$ cat src/rtl/alu_seq_pkg.sv
// Shared types and ALU opcode constants for the byte-serial ALU sequencer.
package alu_seq_pkg;

   typedef enum logic [1:0] {
      IDLE,
      RUN,
      DONE
   } state_t;

   localparam logic [3:0] ADD_S = 4'b1001;
   localparam logic       ADD_M = 1'b0;
   localparam logic [3:0] SUB_S = 4'b0110;
   localparam logic       SUB_M = 1'b0;
   localparam logic [3:0] XOR_S = 4'b0110;
   localparam logic       XOR_M = 1'b1;
   localparam logic [3:0] AND_S = 4'b1011;
   localparam logic       AND_M = 1'b1;

   localparam logic CARRY_NONE = 1'b1;

endpackage

$ cat src/rtl/alu_byte_mux.sv
// Picks byte[idx] out of the latched A/B operand vectors.
module alu_byte_mux #(
   parameter int NUM_BYTES = 4,
   parameter int IDX_W     = 3
) (
   input  logic [NUM_BYTES*8-1:0] a_vec,
   input  logic [NUM_BYTES*8-1:0] b_vec,
   input  logic [IDX_W-1:0]       idx,
   output logic [7:0]             a_byte,
   output logic [7:0]             b_byte
);

   assign a_byte = a_vec[8*int'(idx) +: 8];
   assign b_byte = b_vec[8*int'(idx) +: 8];

endmodule

$ cat src/rtl/alu_chain_sequencer.sv
// Runs a multi-byte op through one 8-bit ALU, LSB first, with the
// carry out of each byte registered into the next.
module alu_chain_sequencer
   import alu_seq_pkg::*;
#(
   parameter int NUM_BYTES = 4,
   parameter int LEN_W     = $clog2(NUM_BYTES + 1)
) (
   input  logic                   clk,
   input  logic                   rst,
   input  logic                   ena,
   input  logic                   start,
   input  logic                   abort,
   input  logic [LEN_W-1:0]       len,
   input  logic [3:0]             s,
   input  logic                   m,
   input  logic                   cn_in,
   input  logic [NUM_BYTES*8-1:0] a_vec,
   input  logic [NUM_BYTES*8-1:0] b_vec,
   output logic [7:0]             alu_a,
   output logic [7:0]             alu_b,
   output logic [3:0]             alu_s,
   output logic                   alu_m,
   output logic                   alu_cn,
   input  logic [7:0]             alu_f,
   input  logic                   alu_cn4,
   input  logic                   alu_equal,
   output logic [NUM_BYTES*8-1:0] f_vec,
   output logic                   cn_out,
   output logic                   equal_all,
   output logic                   busy,
   output logic                   done,
   output logic                   err,
   output logic                   aborted
);

   localparam int VW = NUM_BYTES * 8;

   state_t           state;
   state_t           state_nx;
   logic [VW-1:0]    a_lat;
   logic [VW-1:0]    b_lat;
   logic [3:0]       s_lat;
   logic             m_lat;
   logic [LEN_W-1:0] len_lat;
   logic [LEN_W-1:0] idx;
   logic             carry;
   logic             len_ok;
   logic             last;
   logic [7:0]       mux_a;
   logic [7:0]       mux_b;

   assign len_ok = (len != '0) && (int'(len) <= NUM_BYTES);
   assign last   = (idx == len_lat - LEN_W'(1));

   alu_byte_mux #(
      .NUM_BYTES (NUM_BYTES),
      .IDX_W     (LEN_W)
   ) u_mux (
      .a_vec  (a_lat),
      .b_vec  (b_lat),
      .idx    (idx),
      .a_byte (mux_a),
      .b_byte (mux_b)
   );

   always_comb begin
      state_nx = state;
      unique case (state)
         IDLE: if (start && len_ok) state_nx = RUN;
         RUN: begin
            if (abort)     state_nx = IDLE;
            else if (last) state_nx = DONE;
         end
         DONE:    state_nx = IDLE;
         default: state_nx = IDLE;
      endcase
   end

   always_ff @(posedge clk) begin
      if (rst)      state <= IDLE;
      else if (ena) state <= state_nx;
   end

   always_ff @(posedge clk) begin
      if (rst) begin
         a_lat     <= '0;
         b_lat     <= '0;
         s_lat     <= '0;
         m_lat     <= 1'b0;
         len_lat   <= '0;
         idx       <= '0;
         carry     <= 1'b0;
         f_vec     <= '0;
         cn_out    <= 1'b1;
         equal_all <= 1'b0;
         err       <= 1'b0;
         aborted   <= 1'b0;
      end else if (ena) begin
         err     <= 1'b0;
         aborted <= 1'b0;
         unique case (state)
            IDLE: begin
               if (start && len_ok) begin
                  a_lat     <= a_vec;
                  b_lat     <= b_vec;
                  s_lat     <= s;
                  m_lat     <= m;
                  len_lat   <= len;
                  carry     <= cn_in;
                  f_vec     <= '0;
                  equal_all <= 1'b1;
                  idx       <= '0;
               end else if (start) begin
                  err <= 1'b1;
               end
            end
            RUN: begin
               // abort drops the byte in flight, including the last one
               if (abort) begin
                  aborted <= 1'b1;
               end else begin
                  f_vec[8*int'(idx) +: 8] <= alu_f;
                  carry     <= alu_cn4;
                  equal_all <= equal_all & alu_equal;
                  idx       <= idx + LEN_W'(1);
                  if (last) cn_out <= alu_cn4;
               end
            end
            default: ;
         endcase
      end
   end

   assign alu_a  = (state == RUN) ? mux_a : 8'h00;
   assign alu_b  = (state == RUN) ? mux_b : 8'h00;
   assign alu_cn = (state == RUN) ? carry : CARRY_NONE;
   assign alu_s  = s_lat;
   assign alu_m  = m_lat;
   assign busy   = (state != IDLE);
   assign done   = (state == DONE);

endmodule

$ cat config.mk
export PLATFORM = sky130hd
export DESIGN_NAME = alu_chain_sequencer
export DESIGN_NICKNAME = d
export VERILOG_FILES = /design/src/rtl/alu_seq_pkg.sv /design/src/rtl/alu_byte_mux.sv /design/src/rtl/alu_chain_sequencer.sv
export SDC_FILE = /design/constraint.sdc
export NUM_CORES = 1
export LEC_CHECK = 0
export BUFFER_PORTS_ARGS = -buffer_cell sky130_fd_sc_hd__buf_2
export CORE_ASPECT_RATIO = 0.6
export CORE_MARGIN = 4
export CORE_UTILIZATION = 56
export CTS_CLUSTER_DIAMETER = 200
export CTS_CLUSTER_SIZE = 10
export DETAILED_ROUTE_END_ITERATION = 10
export GPL_ROUTABILITY_DRIVEN = 0
export HOLD_SLACK_MARGIN = 0.1
export PLACE_DENSITY = 0.85
export SYNTH_ARGS = -nofsm -noshare
export SYNTH_HDL_FRONTEND = slang
export SYNTH_HIERARCHICAL = 1
export SYNTH_SLANG_ARGS = --single-unit
$ cat constraint.sdc
create_clock -name clk -period 4.75 [get_ports clk]
set_input_delay 0.475 -clock clk [delete_from_list [all_inputs] [get_ports clk]]
set_output_delay 0.475 -clock clk [all_outputs]
set_load 0.1 [all_outputs]
# Word level (Yosys, flattened, before mapping)
# Index checks and enable logic that the tools add are counted.
# W data, S select, Z words.
[totals]
inputBits = 88
reg_bits = 114
wordCells = 64
[op_classes]
n_mux = 25
n_eq_ne = 6
n_shift = 4
n_reduce_logical = 10
n_addsub = 3
magnitude_cmp = 1
bitwise_logic = 2
[ops]
columns = ["operator", "count"]
rows = [
  ["$mux W32", 2],
  ["$pmux W32 S2", 1],
  ["$shiftx A32 B7 Y8", 2],
  ["$neg A6 Y33", 1],
  ["$shift A8 B33 Y32 const A", 1],
  ["$shiftx A8 B33 Y32", 1],
  ["$bwmux W32", 1],
  ["$mux W8", 2],
  ["$mux W1", 10],
  ["$reduce_and A4 Y1", 2],
  ["$mux W2", 3],
  ["$mux W3", 2],
  ["$pmux W3 S2", 1],
  ["$reduce_and A3 Y1", 2],
  ["$ne A2 B2 Y1 const B", 2],
  ["$pmux W1 S2", 2],
  ["$pmux W2 S2", 1],
  ["$reduce_bool A2 Y1", 2],
  ["$add A3 B1 Y3 const B", 1],
  ["$eq A3 B3 Y1", 1],
  ["$le A3 B3 Y1 const B", 1],
  ["$ne A3 B3 Y1 const B", 1],
  ["$reduce_bool A3 Y1", 1],
  ["$sub A3 B1 Y3 const B", 1],
  ["other kinds (6)", 7],
]

# Logic depth before layout (Yosys ltp)
# Gate-level depths: netlist of run 1.
[depth]
ltp_word = 5
ltp_mapped = 8

# Cells and area by module
# The synthesis of run 1 kept the hierarchy.
[by_module_without_submodules]
columns = ["module", "cells_per_inst", "seq_area_each_um2", "area_each_um2", "n_inst"]
rows = [
  ["alu_chain_sequencer", 541, 2282.2, 4556.9, 1],
  ["alu_byte_mux", 58, 0.0, 506.7, 1],
]

# Worst setup path after synthesis of run 1
# No wires, ideal clock.
[synth_path]
path_kind = "reg-to-output"
from = "register state[0]"
to = "output port alu_a[4]"
path_stages_with_launch = 5
t_arrival_ns = 1.829
setup_slack_ns = 2.446
t_required_ns = 4.275
path_cell_list = "dfxtp_1 -> nor2b_1 -> clkbuf_1 -> clkbuf_1 -> and2_1"
[synth_via]
elab_chain_cells = 2
[synth_lines]
columns = ["item", "line_no", "rtl"]
rows = [
  ["start: declaration", "alu_chain_sequencer.sv:39", "state_t state;"],
  ["start signal: assignment", "alu_chain_sequencer.sv:82", "else if (ena) state <= state_nx;"],
  ["$eq A2 B1 Y1", "alu_chain_sequencer.sv:135", "assign alu_a = (state == RUN) ? mux_a : 8'h00;"],
  ["$mux W8", "alu_chain_sequencer.sv:135", ""],
  ["end: declaration", "alu_chain_sequencer.sv:20", "output logic [7:0] alu_a,"],
]
# No other way between the ends.

# Worst setup path in the final report of run 1
[layout_path]
from = "register idx[1]"
to = "register f_vec[1]"
[layout_via]
elab_chain_cells = 5
word_cells_on_any_way = 6
cone_classes = "add/sub (1); shift (2); mux (3)"
[layout_lines]
columns = ["item", "line_no", "rtl"]
rows = [
  ["start: declaration", "alu_chain_sequencer.sv:46", "logic [LEN_W-1:0] idx;"],
  ["start signal: assignment", "alu_chain_sequencer.sv:126", "idx <= idx + LEN_W'(1);"],
  ["$neg A6 Y33 (*)", "alu_chain_sequencer.sv:123", "f_vec[8*int'(idx) +: 8] <= alu_f;"],
  ["$shiftx A8 B33 Y32 / $shift A8 B33 Y32 (equally long branches)", "alu_chain_sequencer.sv:123", ""],
  ["$bwmux W32 (*)", "alu_chain_sequencer.sv:123", ""],
  ["$mux W32 (*)", "alu_chain_sequencer.sv:120", "if (abort) begin"],
  ["$pmux W32 S2 (*)", "alu_chain_sequencer.sv:102", "unique case (state)"],
  ["end signal: indexed assignment", "alu_chain_sequencer.sv:123", ""],
  ["end: declaration", "alu_chain_sequencer.sv:28", "output logic [NUM_BYTES*8-1:0] f_vec,"],
]
# Every way passes the cells marked *; elsewhere a longest branch is shown, timed or not. The select of a mux whose other input is x is not followed.
# A chain may end at the register's enable or synchronous reset.

==> results of run 1 <==
## area by class of cell
cell class,count,share of cell area
Inverter,8,0.00464
Clock buffer,19,0.0700
Tap cell,112,0.0217
Timing Repair Buffer,153,0.121
Clock inverter,13,0.0431
Sequential cell,114,0.353
Multi-Input combinational cell,426,0.387
## cells by family after synthesis
family,count (synthesis),share of synthesized area
DFF,114,0.451
adders and majority gates,4,0.00988
buffers and inverters,59,0.0591
muxes,58,0.115
xor gates and xnor gates,3,0.00791
and+or+nand+nor,240,0.213
AOI/OAI and AO/OA,121,0.145
## registers in the layout, indices dropped and copies added, names as in the netlist
| name | count |
|---|---|
| len_lat | 3 |
| state | 2 |
| b_lat | 32 |
| aborted | 1 |
| alu_s | 4 |
| cn_out | 1 |
| idx | 3 |
| f_vec | 32 |
| alu_m | 1 |
| a_lat | 32 |
| carry | 1 |
| err | 1 |
| equal_all | 1 |
## worst max path at each step
stage | startpoint | endpoint | slack, ns | cells past startpoint
3_3_place_gp | idx[1] | f_vec[4] | 1.94 | 7
5_1_grt | idx[1] | f_vec[1] | 1.54 | 7
3_5_place_dp | idx[1] | f_vec[1] | 1.69 | 7
4_1_cts | idx[1] | f_vec[1] | 1.67 | 7
2_1_floorplan | state[0] | alu_a[4] | 2.45 | 4
6_report | idx[1] | f_vec[1] | 1.66 | 7
## Yosys cell counts, types with 2 or more instances
cell / n / area, µm²
inv_1: 7 / 26.3
nor2_1: 6 / 22.5
clkbuf_1: 27 / 101
buf_4: 5 / 37.5
a32oi_1: 2 / 17.5
nand3_1: 47 / 235
o22ai_1: 16 / 100
dfxtp_1: 114 / 2280
xor2_1: 2 / 17.5
buf_2: 13 / 65.1
nor3_1: 2 / 10.0
and2_1: 17 / 106
nand2_1: 149 / 559
o2111ai_1: 8 / 70.1
nand2b_1: 2 / 12.5
nand4_1: 2 / 12.5
nor4b_1: 2 / 17.5
nor2b_1: 4 / 25.0
mux2i_1: 58 / 581
a21oi_1: 86 / 430
nor4bb_1: 2 / 20.0
buf_6: 4 / 45.0
ha_1: 4 / 50.1
## critical path: stages, from the launching register on
cell and delay (ns):
dfxtp_2 0.65, buf_4 0.44, inv_1 0.16, ha_1 0.22
ha_1 0.32, nor4b_1 0.57, o2111ai_4 0.37, mux2i_1 0.21
## layer usage
metal / track usage / up-vias / share of wire
met4: 0.0760 / 0 / 0.011
met3: 0.0702 / 23 / 0.091
met2: 0.405 / 230 / 0.46
li1: - / 2319 / -
met1: 0.348 / 2212 / 0.44
met5: 0 / - / 0
## power by group
| part | total (mW) | switching (mW) | leakage [nW] | internal [mW] |
|---|---|---|---|---|
| sequential | 0.999 | 0.0151 | 0.924 | 0.984 |
| clock | 1.57 | 0.455 | 0.342 | 1.12 |
| combinational | 0.214 | 0.145 | 1.44 | 0.0686 |
==> metrics.cfg, run 1 <==
[run_status]
outcome = completed

[worst_setup_path]
r2r-start = idx[1]
crit_path_end_kind = flop
startpoint_type = flop
critPathRequiredTime_ns = 5.02
worst_ep_arrival_time_ns = 3.36
r2r_slack_ns = 1.66
r2r-end = f_vec[1]
worstPathMaxFanout = 21
criticalPathCategory = reg -> reg
reg2reg_depth = 7

[die]
rows = 26
ios = 148
core_area_um2 = 8650
die_w_um = 131
die-area_um2 = 10700
dieHeight_um = 81.7
start_util = 0.585

[placed_design]
pre_cts_slack_ns = 1.69
port_buffers = 147
dp_cells = 813
place_area_um2 = 5740
dp_hpwl_um = 9260

[cells_and_area]
diodes = 0
final_layout_size_suffix_gt1_frac = 0.265
postLayoutCellArea_um2 = 6470
stdcell_count = 845
postLayoutCoreUtil = 0.747
multi_input_area_um2 = 2500
final_common_cell = nand2_1
n_fill_cell = 639
syn_to_final_growth_pct = 27.7
fin_nets = 812
regArea_um2 = 2280
final_cell_mix = nand2_1, buf_2, dfxtp_1, a21oi_1, mux2i_1

[route]
wire_per_inst_um = 16.4
totalWireLength_um = 13800
routed_via_density = 5.66
vias = 4784
drt_iter0_drc = 462
first_pass_iters = 5
ant_nets = 0
drc = 0

[clock_network]
cts.sinks = 114
hold_buffers = 0
clk_latency_ns = 0.41
htree_levels = 4
max-clock-path-buffers = 2
cts_made_buffers = 17
cts-resized-gates = 0
root_buffer = clkbuf_16
post-cts-setup-buffer-count = 0
cts_tree = yes
clk_pin_slew_ns = 0.05

[sta]
max-slew-margin-rel = 0.283
fin_ws_ns = 1.66
tightest_slew_ns = 1.07
maxSlewViolCount = 0
holdWs_ns = 0.297
min_period_ns = 3.09
rsz0062_at_grt = false
fin_crit_sh = 0.651
finalSetupViolations = 0
finalClockSkew_ns = 0.0111
fmax_mhz = 323
tns_ns = 0
final-hold-violation-count = 0

[global_routing]
grt_pass1_vias = 4437
grt_remaining_overflow = 0
antenna_found_initial = 0
grt_pass1_wl_um = 21700
grt_usage = 0.257
grt_start_max_net_pins = 107

[power_and_ir_drop]
fin_total_pwr_mw = 2.79
p_leak_nw = 2.71
peakVddDrop_mv = 0.330
power_density_nw_per_um2 = 431

[synthesis]
synthArstFlopShare = 0
synth_edf_count = 0
avgSynthCellArea_um2 = 8.45
synth-warning-count = 6
syn-num-nets = 691
synth_area_um2 = 5060
synth_cell_types = 43
ys.flop_type = dfxtp_1
syn_inst = 599
seq_area_frac_synth = 0.451
synth_seq_cells = 114

[worst_hold_path]
whs_path_depth = 3
hold_path_class = in -> reg
hold_start = b_vec[10]
hold_end = b_lat[10]

[run]
drv_cap = 0

Power figures use the tool's default switching activity.
==> run 2: changes to the inputs <==
--- a/config.mk
+++ b/config.mk
@@ -8,13 +8,13 @@
 export BUFFER_PORTS_ARGS = -buffer_cell sky130_fd_sc_hd__buf_2
 export CORE_ASPECT_RATIO = 0.6
 export CORE_MARGIN = 4
-export CORE_UTILIZATION = 56
+export CORE_UTILIZATION = 47
 export CTS_CLUSTER_DIAMETER = 200
 export CTS_CLUSTER_SIZE = 10
 export DETAILED_ROUTE_END_ITERATION = 10
 export GPL_ROUTABILITY_DRIVEN = 0
 export HOLD_SLACK_MARGIN = 0.1
-export PLACE_DENSITY = 0.85
+export PLACE_DENSITY = 0.76
 export SYNTH_ARGS = -nofsm -noshare
 export SYNTH_HDL_FRONTEND = slang
 export SYNTH_HIERARCHICAL = 1
==> constraint.sdc (replaced) <==
create_clock -name clk -period 2.8 [get_ports clk]
set_input_delay 0.28 -clock clk [delete_from_list [all_inputs] [get_ports clk]]
set_output_delay 0.28 -clock clk [all_outputs]
set_load 0.1 [all_outputs]
==> run 2 against run 1 <==
  * Sequential share of layout area down 0.055 points
  * Critical path depth down 3
  * Clock skew down 0.0012 ns
  * Cell area up 0.15%
  * Die area up 18%
  * Power up 49%
  * Via count up 0.36%
  * Critical path type is now reg -> out
  * Highest routed layer unchanged
==> metrics.cfg, run 2 (synthesis gave the netlist of run 1 again) <==
[clock_network]
htree_levels = 4  ; unchanged
root_buffer = clkbuf_16
cts.sinks = 114  ; unchanged
cts_tree = yes
post-cts-setup-buffer-count = 0  ; unchanged
clk_pin_slew_ns = 0.06  ; about the same
cts_made_buffers = 17  ; unchanged
max-clock-path-buffers = 2  ; unchanged
clk_latency_ns = 0.41  ; about the same

[run]
drv_cap = 0  ; unchanged

[worst_setup_path]
cp_top_family = simple AND/OR/NAND/NOR gates
worstPathMaxFanout = 16  ; -24%
worst_ep_arrival_time_ns = 2.29  ; -1.07 ns
critPathRequiredTime_ns = 2.52  ; -2.50 ns
path_buf_inv = 1  ; -1
criticalPathCategory = reg -> out
cpMaxStageDelayCell = nand2b_1
critical-path-max-stage-delay_ns = 0.49  ; -0.16 ns
crit_chain = nand2b_1 > o22ai_1 > and2_1 > buf_2
startpoint_type = flop
crit_path_end_kind = output pin

[cells_and_area]
syn_to_final_growth_pct = 27.9
diodes = 0  ; unchanged
multi_input_area_um2 = 2500  ; unchanged
fin_nets = 824  ; +1.5%
postLayoutCellArea_um2 = 6480  ; +0.15%
n_fill_cell = 925  ; +45%
top_regs = a_lat x32, b_lat x32, f_vec x32
final_cell_mix = nand2_1, buf_2, dfxtp_1, a21oi_1, mux2i_1
regArea_um2 = 2280  ; unchanged
final_layout_size_suffix_gt1_frac = 0.264  ; about the same
final_common_cell = nand2_1

[placed_design]
port_buffers = 147  ; unchanged
place_area_um2 = 5800  ; +1.2%
dp_hpwl_um = 9700  ; +4.7%
pre_cts_slack_ns = 0.501  ; -1.19 ns

[route]
wire_per_inst_um = 16.1  ; -1.3%
first_pass_iters = 5  ; unchanged
ant_nets = 0  ; unchanged
drc = 0  ; unchanged
drt_iter0_drc = 413  ; -11%
vias = 4801  ; +0.36%
routed_via_density = 5.43  ; -4.1%
totalWireLength_um = 14300  ; +3.2%

[global_routing]
grt_remaining_overflow = 0  ; unchanged
grt_start_max_net_pins = 107  ; unchanged
grt_pass1_wl_um = 22900  ; +5.5%
grt_usage = 0.227  ; -0.0297
antenna_found_initial = 0  ; unchanged
grt_pass1_vias = 4675  ; +5.4%

[sta]
fin_crit_sh = 0.919
tightest_slew_ns = 1.03  ; -0.0445 ns
holdWs_ns = 0.110  ; -0.187 ns
fin_ws_ns = 0.226  ; -1.43 ns
rsz0062_at_grt = false
finalSetupViolations = 0  ; unchanged
tns_ns = 0  ; unchanged
maxSlewViolCount = 0  ; unchanged
finalClockSkew_ns = 0.00994  ; -0.00118 ns
max-slew-margin-rel = 0.309  ; +0.0254
min_period_ns = 2.57
fmax_mhz = 389
final-hold-violation-count = 0  ; unchanged

[power_and_ir_drop]
fin_total_pwr_mw = 4.16  ; +49%
power_density_nw_per_um2 = 642  ; +49%
peakVddDrop_mv = 0.473  ; +43%
p_leak_nw = 2.70  ; -0.36%

[die]
core_area_um2 = 10600  ; +22%
dieHeight_um = 88.4  ; +8.3%
rows = 29  ; +12%
ios = 148  ; unchanged
start_util = 0.480  ; -0.106
die-area_um2 = 12600  ; +18%
die_w_um = 142  ; +8.6%

[run_status]
outcome = completed

[worst_hold_path]
hold_path_class = in -> reg

## run 2: cell count changes in the layout (fill, tap and decap cells not counted)
cell	before	now
bufinv_16	8	1
buf_4	6	8
clkinv_4	1	6
dlygate4sd3_1	0	9
buf_12	0	1
inv_6	0	2
## run 2: timing repair
action	CTS	global route
hold endpoints to repair	9	0
hold buffers	9	0
gates resized for setup	0	0
## run 2: tightest hold or removal path, delay by kind of cell
kind,cells,cell delay [ns]
buf+inv,1,0.09
simple gates,1,0.05
compound gates,1,0.05
## run 2: final cells by class
type	instances	share of cell area
multi-input cells	426	0.386
flip-flops and latches	114	0.353
repair buffers	165	0.140
clock buffers	19	0.0699
well taps	139	0.0268
clock inverters	13	0.0201
inverters	8	0.00464
## run 2: power by group
part / leakage (nW) / switching [mW] / internal (mW) / total (mW)
Combinational: 1.50 / 0.251 / 0.129 / 0.381
Clock: 0.272 / 0.803 / 1.28 / 2.08
Sequential: 0.924 / 0.0249 / 1.67 / 1.69
## run 2: per-layer routing
metal,vias to the layer above,share of wire,track usage
li1,2331,-,-
met4,0,0.0095,0.0679
met3,14,0.072,0.0616
met2,182,0.46,0.364
met1,2274,0.46,0.304
met5,-,0,0
## run 2: through the flow
step	util	instances
2_1_floorplan	-	599
3_3_place_gp	0.550	843
3_5_place_dp	0.550	843
4_1_cts	0.613	884
5_1_grt	0.613	884
6_report	0.613	884
## run 2: final timing paths
check / startpoint / end / slack [ns] / depth (start not counted)
worst max-delay path: idx[0] / alu_b[0] / 0.23 / 4
worst min-delay path: b_vec[8] / b_lat[8] / 0.11 / 3
worst max register to register: idx[0] / f_vec[16] / 0.51 / 6
worst min register to register: b_lat[25] / b_lat[25] / 0.45 / 2
==> run 3: changes to the inputs <==
--- a/config.mk
+++ b/config.mk
@@ -6,7 +6,7 @@
 export NUM_CORES = 1
 export LEC_CHECK = 0
 export BUFFER_PORTS_ARGS = -buffer_cell sky130_fd_sc_hd__buf_2
-export CORE_ASPECT_RATIO = 0.6
+export CORE_ASPECT_RATIO = 1.4
 export CORE_MARGIN = 4
 export CORE_UTILIZATION = 47
 export CTS_CLUSTER_DIAMETER = 200
==> run 3 against run 2 <==
  * Clock-buffer cell count grew 2
  * Largest power group unchanged
  * Global-route usage shrank 0.33 points
  * Combinational power is essentially flat
  * Maximum frequency is essentially flat
  * Sequential share of layout area shrank 0.17 points
  * Power grew 1.6%
==> metrics.cfg, run 3 (synthesis gave the netlist of run 1 again) <==
[run_status]
outcome = completed

[global_routing]
grt_usage = 0.224  ; -0.00332
grt_start_max_net_pins = 107  ; unchanged
grt_pass1_wl_um = 21900  ; -4.3%
antenna_found_initial = 0  ; unchanged
grt_pass1_vias = 4633  ; -0.90%
grt_remaining_overflow = 0  ; unchanged

[power_and_ir_drop]
power_density_nw_per_um2 = 648  ; +1.1%
switching_share = 0.234  ; -0.0258
p_int_mw = 3.23  ; +5.1%
peakVddDrop_mv = 0.426  ; -10%
p_leak_nw = 2.72  ; +0.79%
power.switching_uw = 987  ; -8.5%
seqPwrFrac = 0.401  ; -0.006
combPwrFrac = 0.090  ; -0.002
pwr-share-clk = 0.509  ; +0.008

[worst_hold_path]
whs_path_depth = 3  ; unchanged
hold_path_class = in -> reg
hold_start = s[2]

[worst_setup_path]
crit_start = idx[0]
cp_top_family = simple AND/OR/NAND/NOR gates
crit_chain = or2_1 > o22ai_1 > and2_1 > buf_2
crit_path_end_kind = output pin
cpMaxStageDelayCell = or2_1
startpoint_type = flop
critPathRequiredTime_ns = 2.52  ; about the same
criticalPathCategory = reg -> out
r2r-start = idx[0]
worst_ep_arrival_time_ns = 2.29  ; about the same
path_depth = 4  ; unchanged
path_buf_inv = 1  ; unchanged
worstPathMaxFanout = 16  ; unchanged
reg2reg_depth = 6  ; unchanged
critical-path-max-stage-delay_ns = 0.55  ; +0.06 ns

[sta]
maxSlewViolCount = 0  ; unchanged
holdWs_ns = 0.115  ; +0.00539 ns
finalClockSkew_ns = 0.00718  ; -0.00276 ns
fmax_mhz = 389  ; about the same
tightest_slew_ns = 0.938  ; -0.0923 ns
max-slew-margin-rel = 0.371  ; +0.0619
finalSetupViolations = 0  ; unchanged
rsz0062_at_grt = false
fin_ws_ns = 0.227  ; +0.000460 ns
min_period_ns = 2.57  ; -0.000460 ns
final-hold-violation-count = 0  ; unchanged
tns_ns = 0  ; unchanged
fin_crit_sh = 0.919  ; about the same

[route]
totalWireLength_um = 13900  ; -2.8%
ant_nets = 0  ; unchanged
drc = 0  ; unchanged
vias = 4773  ; -0.58%
wire_per_inst_um = 15.7  ; -2.7%
first_pass_iters = 5  ; unchanged
drt_iter0_drc = 175  ; -58%
routed_via_density = 5.41  ; -0.47%

[clock_network]
cts.sinks = 114  ; unchanged
clk_latency_ns = 0.41  ; about the same
post-cts-setup-buffer-count = 0  ; unchanged
max-clock-path-buffers = 2  ; unchanged
clk_pin_slew_ns = 0.05  ; about the same
htree_levels = 4  ; unchanged
cts_tree = yes
root_buffer = clkbuf_16
cts_made_buffers = 17  ; unchanged

[cells_and_area]
syn_to_final_growth_pct = 28.5
diodes = 0  ; unchanged
multi_input_area_um2 = 2500  ; about the same
top_regs = a_lat x32, b_lat x32, f_vec x32
final_common_cell = nand2_1
regArea_um2 = 2280  ; unchanged
fin_nets = 824  ; unchanged
final_layout_size_suffix_gt1_frac = 0.260  ; -0.00403
final_cell_mix = nand2_1, buf_2, dfxtp_1, a21oi_1, mux2i_1
n_fill_cell = 922  ; -0.32%

[die]
ios = 148  ; unchanged
core_area_um2 = 10500  ; -0.94%
die-area_um2 = 12500  ; -0.25%
dieHeight_um = 131  ; +48%
die_w_um = 95.7  ; -33%
start_util = 0.484  ; +0.00453
rows = 44  ; +52%

[run]
drv_cap = 0  ; unchanged

[placed_design]
dp_hpwl_um = 9120  ; -5.9%
port_buffers = 147  ; unchanged
pre_cts_slack_ns = 0.511  ; +0.0104 ns

[run 3: cell count changes in the layout (fill, tap and decap cells not counted)]
| cell | previous run | this run |
|---|---|---|
| clkinv_4 | 6 | 0 |
| clkinv_2 | 0 | 6 |
| buf_12 | 1 | 2 |
| inv_6 | 2 | 0 |
| dlygate4sd3_1 | 9 | 11 |
| clkinvlp_4 | 4 | 2 |
| bufinv_16 | 1 | 3 |
| nand2b_1 | 2 | 1 |
| nand2b_2 | 0 | 1 |
| buf_4 | 8 | 5 |
| clkbuf_1 | 0 | 2 |
[run 3: tightest hold or removal path: cells and delay by family]
family / cells / cell delay [ns]
compound gates: 1 / 0.05
simple gates: 1 / 0.05
buf+inv: 1 / 0.10
[run 3: layer usage]
layer,wire [µm],track usage
met5,0,0
met4,270,0.0863
met3,943,0.0670
met2,7150,0.386
met1,5500,0.259
[run 3: cell type report]
type / count / share of cell area
multi-input cells: 426 / 0.385
flip-flops and latches: 114 / 0.351
repair buffers: 165 / 0.142
clock buffers: 21 / 0.0707
well taps: 138 / 0.0265
clock inverters: 11 / 0.0208
inverters: 8 / 0.00461
[run 3: path summary, 6_finish.rpt]
check / slack, ns / to
max: 0.23 / alu_b[3]
min: 0.12 / alu_s[2]
max reg2reg: 0.49 / f_vec[23]
min reg2reg: 0.45 / alu_m
[run 3: power by group through the flow]
stage	registers, mW	logic, mW	clock network (mW)
6_report	1.69	0.378	2.15
4_1_cts	1.69	0.377	2.18
3_5_place_dp	1.73	0.362	0
5_1_grt	1.70	0.412	2.25
3_3_place_gp	1.72	0.356	0
2_1_floorplan	1.76	0.207	0
[run 3: timing repair]
| item | CTS | global route |
|---|---|---|
| setup endpoints to repair | 0 | 1 |
| hold buffers | 11 | 0 |
| hold endpoints to repair | 11 | 0 |
| gates resized for setup | 0 | 1 |
[run 3: stage by stage]
stage / power (mW) / std cells / util / cell area [µm²]
after detailed placement: 2.09 / 840 / 0.555 / 5800
after global routing: 4.36 / 883 / 0.622 / 6510
final: 4.22 / 883 / 0.622 / 6510
after global placement: 2.08 / 840 / 0.555 / 5800
after CTS: 4.25 / 883 / 0.622 / 6510
after floorplan: 1.97 / 599 / - / 5060
